File: config.mk
export PLATFORM = sky130hd
export DESIGN_NAME = balanca_ctrl
export DESIGN_NICKNAME = d
export VERILOG_FILES = /design/src/rtl/balanca_pkg.sv /design/src/rtl/balanca_ctrl_divisor_seq.sv /design/src/rtl/balanca_ctrl.sv
export SDC_FILE = /design/constraint.sdc
export NUM_CORES = 1
export LEC_CHECK = 0
export BUFFER_PORTS_ARGS = -buffer_cell sky130_fd_sc_hd__buf_2
export CORE_ASPECT_RATIO = 2
export CORE_MARGIN = 5
export CORE_UTILIZATION = 60
export CTS_CLUSTER_DIAMETER = 100
export CTS_CLUSTER_SIZE = 20
export DETAILED_ROUTE_END_ITERATION = 10
export PLACE_DENSITY = 0.84
export SLEW_MARGIN = 20
export SYNTH_ARGS = -nofsm -noshare
export SYNTH_HDL_FRONTEND = slang
export SYNTH_HIERARCHICAL = 1
export SYNTH_SLANG_ARGS = --single-unit
File: constraint.sdc
create_clock -name clk -period 4.5 [get_ports clk]
set_input_delay 1.35 -clock clk [delete_from_list [all_inputs] [get_ports clk]]
set_output_delay 1.35 -clock clk [all_outputs]
set_load 0.05 [all_outputs]
File: src/rtl/balanca_pkg.sv
// -----------------------------------------------------------------------------
// balanca_pkg
// Definitions shared by the Balanca blocks: default datapath width, default
// number of centimos per euro, and the controller state encoding.
// -----------------------------------------------------------------------------
package balanca_pkg;

    localparam int LARGURA_DEF = 10;
    localparam int DIVISOR_DEF = 100;

    typedef logic [1:0] estado_t;

    localparam estado_t ST_IDLE   = 2'd0;
    localparam estado_t ST_DIVIDE = 2'd1;
    localparam estado_t ST_DONE   = 2'd2;

endpackage

File: src/rtl/balanca_ctrl_divisor_seq.sv
// -----------------------------------------------------------------------------
// divisor_seq
// Sequential divider by repeated subtraction of a constant DIVISOR.
// Ports:
//   clk, rst_n  clock / asynchronous active-low reset
//   start       load dividendo into the remainder and clear the quotient
//   passo       one division step is allowed this cycle
//   dividendo   value to divide (sampled on start)
//   done        combinational: a step was allowed and the remainder is
//               already below DIVISOR, so quociente/resto are final
//   quociente   running quotient
//   resto       running remainder
// -----------------------------------------------------------------------------
module divisor_seq
    import balanca_pkg::*;
#(
    parameter int LARGURA = LARGURA_DEF,
    parameter int DIVISOR = DIVISOR_DEF
) (
    input  logic               clk,
    input  logic               rst_n,
    input  logic               start,
    input  logic               passo,
    input  logic [LARGURA-1:0] dividendo,
    output logic               done,
    output logic [LARGURA-1:0] quociente,
    output logic [LARGURA-1:0] resto
);

    localparam logic [LARGURA-1:0] DIV_V = LARGURA'(DIVISOR);

    logic [LARGURA-1:0] resto_q, resto_d;
    logic [LARGURA-1:0] quoc_q, quoc_d;
    logic               menor;

    assign menor = (resto_q < DIV_V);

    always_comb begin
        resto_d = resto_q;
        quoc_d  = quoc_q;
        if (start) begin
            resto_d = dividendo;
            quoc_d  = '0;
        end else if (passo && !menor) begin
            resto_d = resto_q - DIV_V;
            quoc_d  = quoc_q + LARGURA'(1);
        end
    end

    always_ff @(posedge clk or negedge rst_n) begin
        if (!rst_n) begin
            resto_q <= '0;
            quoc_q  <= '0;
        end else begin
            resto_q <= resto_d;
            quoc_q  <= quoc_d;
        end
    end

    assign done      = passo && menor;
    assign quociente = quoc_q;
    assign resto     = resto_q;

endmodule

File: src/rtl/balanca_ctrl.sv
// -----------------------------------------------------------------------------
// balanca_ctrl
// Price accumulator with saturating total and a cents-to-euros converter.
// Ports:
//   clk, rst_n          clock / asynchronous active-low reset
//   item_valid/ready    item handshake; centimos is the item price
//   converter           start converting the running total (IDLE only)
//   limpar              clear total and overflow (IDLE only)
//   ocupado             high while the division runs
//   done                one-cycle pulse, conversion results valid
//   eurosinteiros       whole euros of the last conversion
//   eurosfracao         remaining cents of the last conversion
//   total               running total in cents (saturating)
//   overflow            sticky saturation flag
// -----------------------------------------------------------------------------
module balanca_ctrl
    import balanca_pkg::*;
#(
    parameter int LARGURA = LARGURA_DEF,
    parameter int DIVISOR = DIVISOR_DEF
) (
    input  logic               clk,
    input  logic               rst_n,
    input  logic               item_valid,
    output logic               item_ready,
    input  logic [LARGURA-1:0] centimos,
    input  logic               converter,
    input  logic               limpar,
    output logic               ocupado,
    output logic               done,
    output logic [LARGURA-1:0] eurosinteiros,
    output logic [LARGURA-1:0] eurosfracao,
    output logic [LARGURA-1:0] total,
    output logic               overflow
);

    estado_t            estado_q, estado_d;
    logic [LARGURA-1:0] total_q, total_d;
    logic [LARGURA-1:0] ei_q, ei_d;
    logic [LARGURA-1:0] ef_q, ef_d;
    logic               overflow_q, overflow_d;

    logic               em_idle;
    logic               em_divide;
    logic               inicio;
    logic               aceita;
    logic [LARGURA:0]   soma;
    logic               div_fim;
    logic [LARGURA-1:0] div_quoc;
    logic [LARGURA-1:0] div_resto;

    assign em_idle   = (estado_q == ST_IDLE);
    assign em_divide = (estado_q == ST_DIVIDE);
    assign inicio    = em_idle && converter;
    // A conversion request masks the item handshake in the same cycle.
    assign item_ready = em_idle && !converter;
    assign aceita     = item_valid && item_ready;
    // One extra bit catches the carry that signals saturation.
    assign soma       = {1'b0, total_q} + {1'b0, centimos};

    divisor_seq #(
        .LARGURA (LARGURA),
        .DIVISOR (DIVISOR)
    ) u_div (
        .clk       (clk),
        .rst_n     (rst_n),
        .start     (inicio),
        .passo     (em_divide),
        .dividendo (total_q),
        .done      (div_fim),
        .quociente (div_quoc),
        .resto     (div_resto)
    );

    always_comb begin
        estado_d   = estado_q;
        total_d    = total_q;
        ei_d       = ei_q;
        ef_d       = ef_q;
        overflow_d = overflow_q;
        case (estado_q)
            ST_IDLE: begin
                if (converter) begin
                    estado_d = ST_DIVIDE;
                end
                // The divider samples the pre-clear total, so a clear in the
                // same cycle as a conversion still converts the old value.
                if (limpar) begin
                    total_d    = '0;
                    overflow_d = 1'b0;
                end else if (aceita) begin
                    if (soma[LARGURA]) begin
                        total_d    = '1;
                        overflow_d = 1'b1;
                    end else begin
                        total_d = soma[LARGURA-1:0];
                    end
                end
            end
            ST_DIVIDE: begin
                if (div_fim) begin
                    ei_d     = div_quoc;
                    ef_d     = div_resto;
                    estado_d = ST_DONE;
                end
            end
            ST_DONE: begin
                estado_d = ST_IDLE;
            end
            default: begin
                estado_d = ST_IDLE;
            end
        endcase
    end

    always_ff @(posedge clk or negedge rst_n) begin
        if (!rst_n) begin
            estado_q   <= ST_IDLE;
            total_q    <= '0;
            ei_q       <= '0;
            ef_q       <= '0;
            overflow_q <= 1'b0;
        end else begin
            estado_q   <= estado_d;
            total_q    <= total_d;
            ei_q       <= ei_d;
            ef_q       <= ef_d;
            overflow_q <= overflow_d;
        end
    end

    assign ocupado       = em_divide;
    assign done          = (estado_q == ST_DONE);
    assign eurosinteiros = ei_q;
    assign eurosfracao   = ef_q;
    assign total         = total_q;
    assign overflow      = overflow_q;

endmodule

==> flow_summary.toml <==
[synth]
syn_area_mm2 = 0.00286
syn_area_per_cell_um2 = 10.4
synth_top_area_share_pct = 46.3
syn_nets = 302
async_flop_share_pct = 100
ys_top_cells_by_area = "dfrtp_1 46%, mux2_2 9.8%, ha_1 5.2%"
synth_compound_area_share_pct = 17.7
synth_xor_area_share_pct = 1.22
ys.flop_type = "dfrtp_1"
synthMuxAreaShare_pct = 9.83
synthAdderAreaFrac_pct = 5.94
ys_types = 50
yosysWarnings = 6
synth_top_family_by_area = "compound AO/OA/AOI/OAI gates"
yosysSeqAreaShare_pct = 46.3
synth_largest_area_cell = "dfrtp_1"
synth_edf_count = 0
ys_ff_latch = 53
synth-simple-area-share_pct = 15.3
synthCells = 274

[hold_path]
worstHoldStart = "eurosfracao[7]$_DFFE_PN0P_"
worstHoldPathType = "reg -> reg"
min_path_cells = 1
worstHoldEndpoint = "eurosfracao[7]$_DFFE_PN0P_"

[sta]
finClkSkew_ns = 0.00845
setup_violations = 0
slew_viol_final = 0
tightest_slew_ns = 0.865
max_freq_ghz = 0.296
final_hold_viol_count = 0
tns_ns = 0
relSlewSlack_pct = 42.2
rsz0062_at_grt = "no"
period_needed_ns = 3.38
post-route-period-util_pct = 75.1

[routing]
wire_per_inst_um = 17.7
vias = 2373
vias_per_cell = 6.31
drcViolationCount = 0
ant_nets = 0
drt_iter0_markers = 72
wirelength_mm = 6.65
first_pass_iters = 4

[cts]
cts_buffer_depth = 2
cts_buffers = 5
cts_hold_buf = 0
cts-root-buf = "clkbuf_8"
cts.clk_slew.worst_paths_ns = 0.09
clock_latency_ns = 0.31
cts_sinks = 53
cts_resized = 0
cts_setup_buffers = 0
htreeDepth = 2
tritoncts = "built"

[floorplanning]
die_y_um = 108
rows = 35
dieArea_mm2 = 0.00634
chipWidth_um = 58.8
start_util_pct = 61.7
io_pins = 49
coreArea_mm2 = 0.00464

[global_routing]
grt_pass1_wl_mm = 11.1
grt.overflow.total = 0
grt_usage_pct = 22.8
grt_max_degree = 41
grt_pass1_vias = 2427
grt_antenna_before_repair = 0

[final_layout]
layout.nets = 348
multi_input_area_mm2 = 0.00143
syn2layout_area_growth_pct = 12.2
fillers = 389
final_cells = 376
diodes = 0
layout_commonest_cell = "dfrtp_1"
mostFrequentLayoutCells = "53 x dfrtp_1, 48 x buf_2, 25 x mux2_2"
drive_gt1_share_pct = 28.3
seqCellArea_mm2 = 0.00133

[placement]
dp_cells = 368
hpwl_mm = 5.06
io_buffers = 48
gp_congestion = 0.966

[worst_setup_path]
worst_path_max_delay_cell = "buf_2"
cp.required_ns = 3.15
path_cells = "buf_2 > nor3_1 > buf_2"
crit_arrival_ns = 2.03
r2r_start = "estado_q[0]$_DFFE_PN0P_"
crit_type = "in -> out"
max_stage_delay_ns = 0.33
critPathCaptureType = "output pin"
path_common_cell = "buf_2"
r2r_cells = 5
r2r-end = "eurosfracao[0]$_DFFE_PN0P_"
r2r_slack_ns = 1.67
startpoint_type = "input port"
path_max_fanout = 3

[pwr]
p_per_area_mw_per_mm2 = 787
irDropWorstVdd_mv = 0.570
p_leak_nw = 1.61

[run_status]
status = "complete, no violations"

[job]
cap_violations = 0
-- sequential cells by signal, summed over array words and instances, names as in the netlist --
name,cells
eurosfracao,10
eurosinteiros,10
total,10
u_div/quociente,10
u_div/resto,10
estado_q,2
overflow,1
-- worst max-delay path by stage --
stage	from	to	cells past startpoint
2_1_floorplan	converter	item_ready	1
3_3_place_gp	centimos[0]	total[7]$_DFFE_PN0P_	8
3_5_place_dp	centimos[0]	total[7]$_DFFE_PN0P_	8
4_1_cts	converter	item_ready	3
5_1_grt	converter	item_ready	3
6_report	converter	item_ready	3
-- cell type report --
cell class                      instances  area share (%)
Timing Repair Buffer                   51            8.18
Sequential cell                        53            41.3
Multi-Input combinational cell        200            44.5
Clock buffer                            5            2.14
Tap cell                               55            2.14
Clock inverter                          3           0.662
Inverter                                9            1.05
-- kinds of logic after synthesis --
| family | after synthesis |
|---|---|
| xor gates and xnor gates | 4 |
| and+or+nand+nor | 84 |
| DFF | 53 |
| adders and majority gates | 13 |
| AOI/OAI and AO/OA | 74 |
| buffers and inverters | 21 |
| muxes | 25 |
-- power by group --
| group | switching, W | internal, W |
|---|---|---|
| logic | 0.000965 | 0.000469 |
| registers | 0.000169 | 0.000653 |
| clock network | 0.000162 | 0.000111 |
| total | 0.00130 | 0.00123 |
-- through the flow --
step	cell area, um2	total power [W]	hold WS, ns	setup WS [ns]	util, %
final	3210	0.00253	0.504	1.12	69.2
after global routing	3210	0.00268	0.523	1.06	69.2
after CTS	3210	0.00253	0.508	1.12	69.2
after detailed placement	3120	0.00225	0.487	1.01	67.3
after global placement	3120	0.00221	0.482	1.11	67.3
after floorplan	2860	0.00193	0.477	0.658	-
-- worst max-delay path, delay by kind of cell --
| family | cells | cell delay [ns] |
|---|---|---|
| buffers and inverters | 2 | 0.44 |
| and+or+nand+nor | 1 | 0.24 |
-- synth_stat cells (2+ instances only) --
library cell,n
a21o_1,6
a21oi_1,12
a22oi_1,5
a31oi_1,8
and2_1,3
buf_6,3
clkbuf_1,7
dfrtp_1,53
ha_1,12
inv_1,9
mux2_2,25
nand2_1,24
nand3_1,5
nand4_1,7
nor2_1,14
nor2b_1,6
nor3_1,5
nor4_1,2
o211ai_1,3
o21a_1,3
o21ai_0,14
o31ai_1,8
or2_2,2
or3_1,3
or4_1,8
xnor2_1,2
xor2_1,2
-- layer usage --
layer	up-vias	wire (um)	global-route usage [%]
li1	1117	-	-
met1	1155	2360	23.4
met2	80	3750	42.3
met3	21	259	3.00
met4	0	268	12.3
met5	-	0	0
Note: power is estimated with default switching activity, not from simulation.
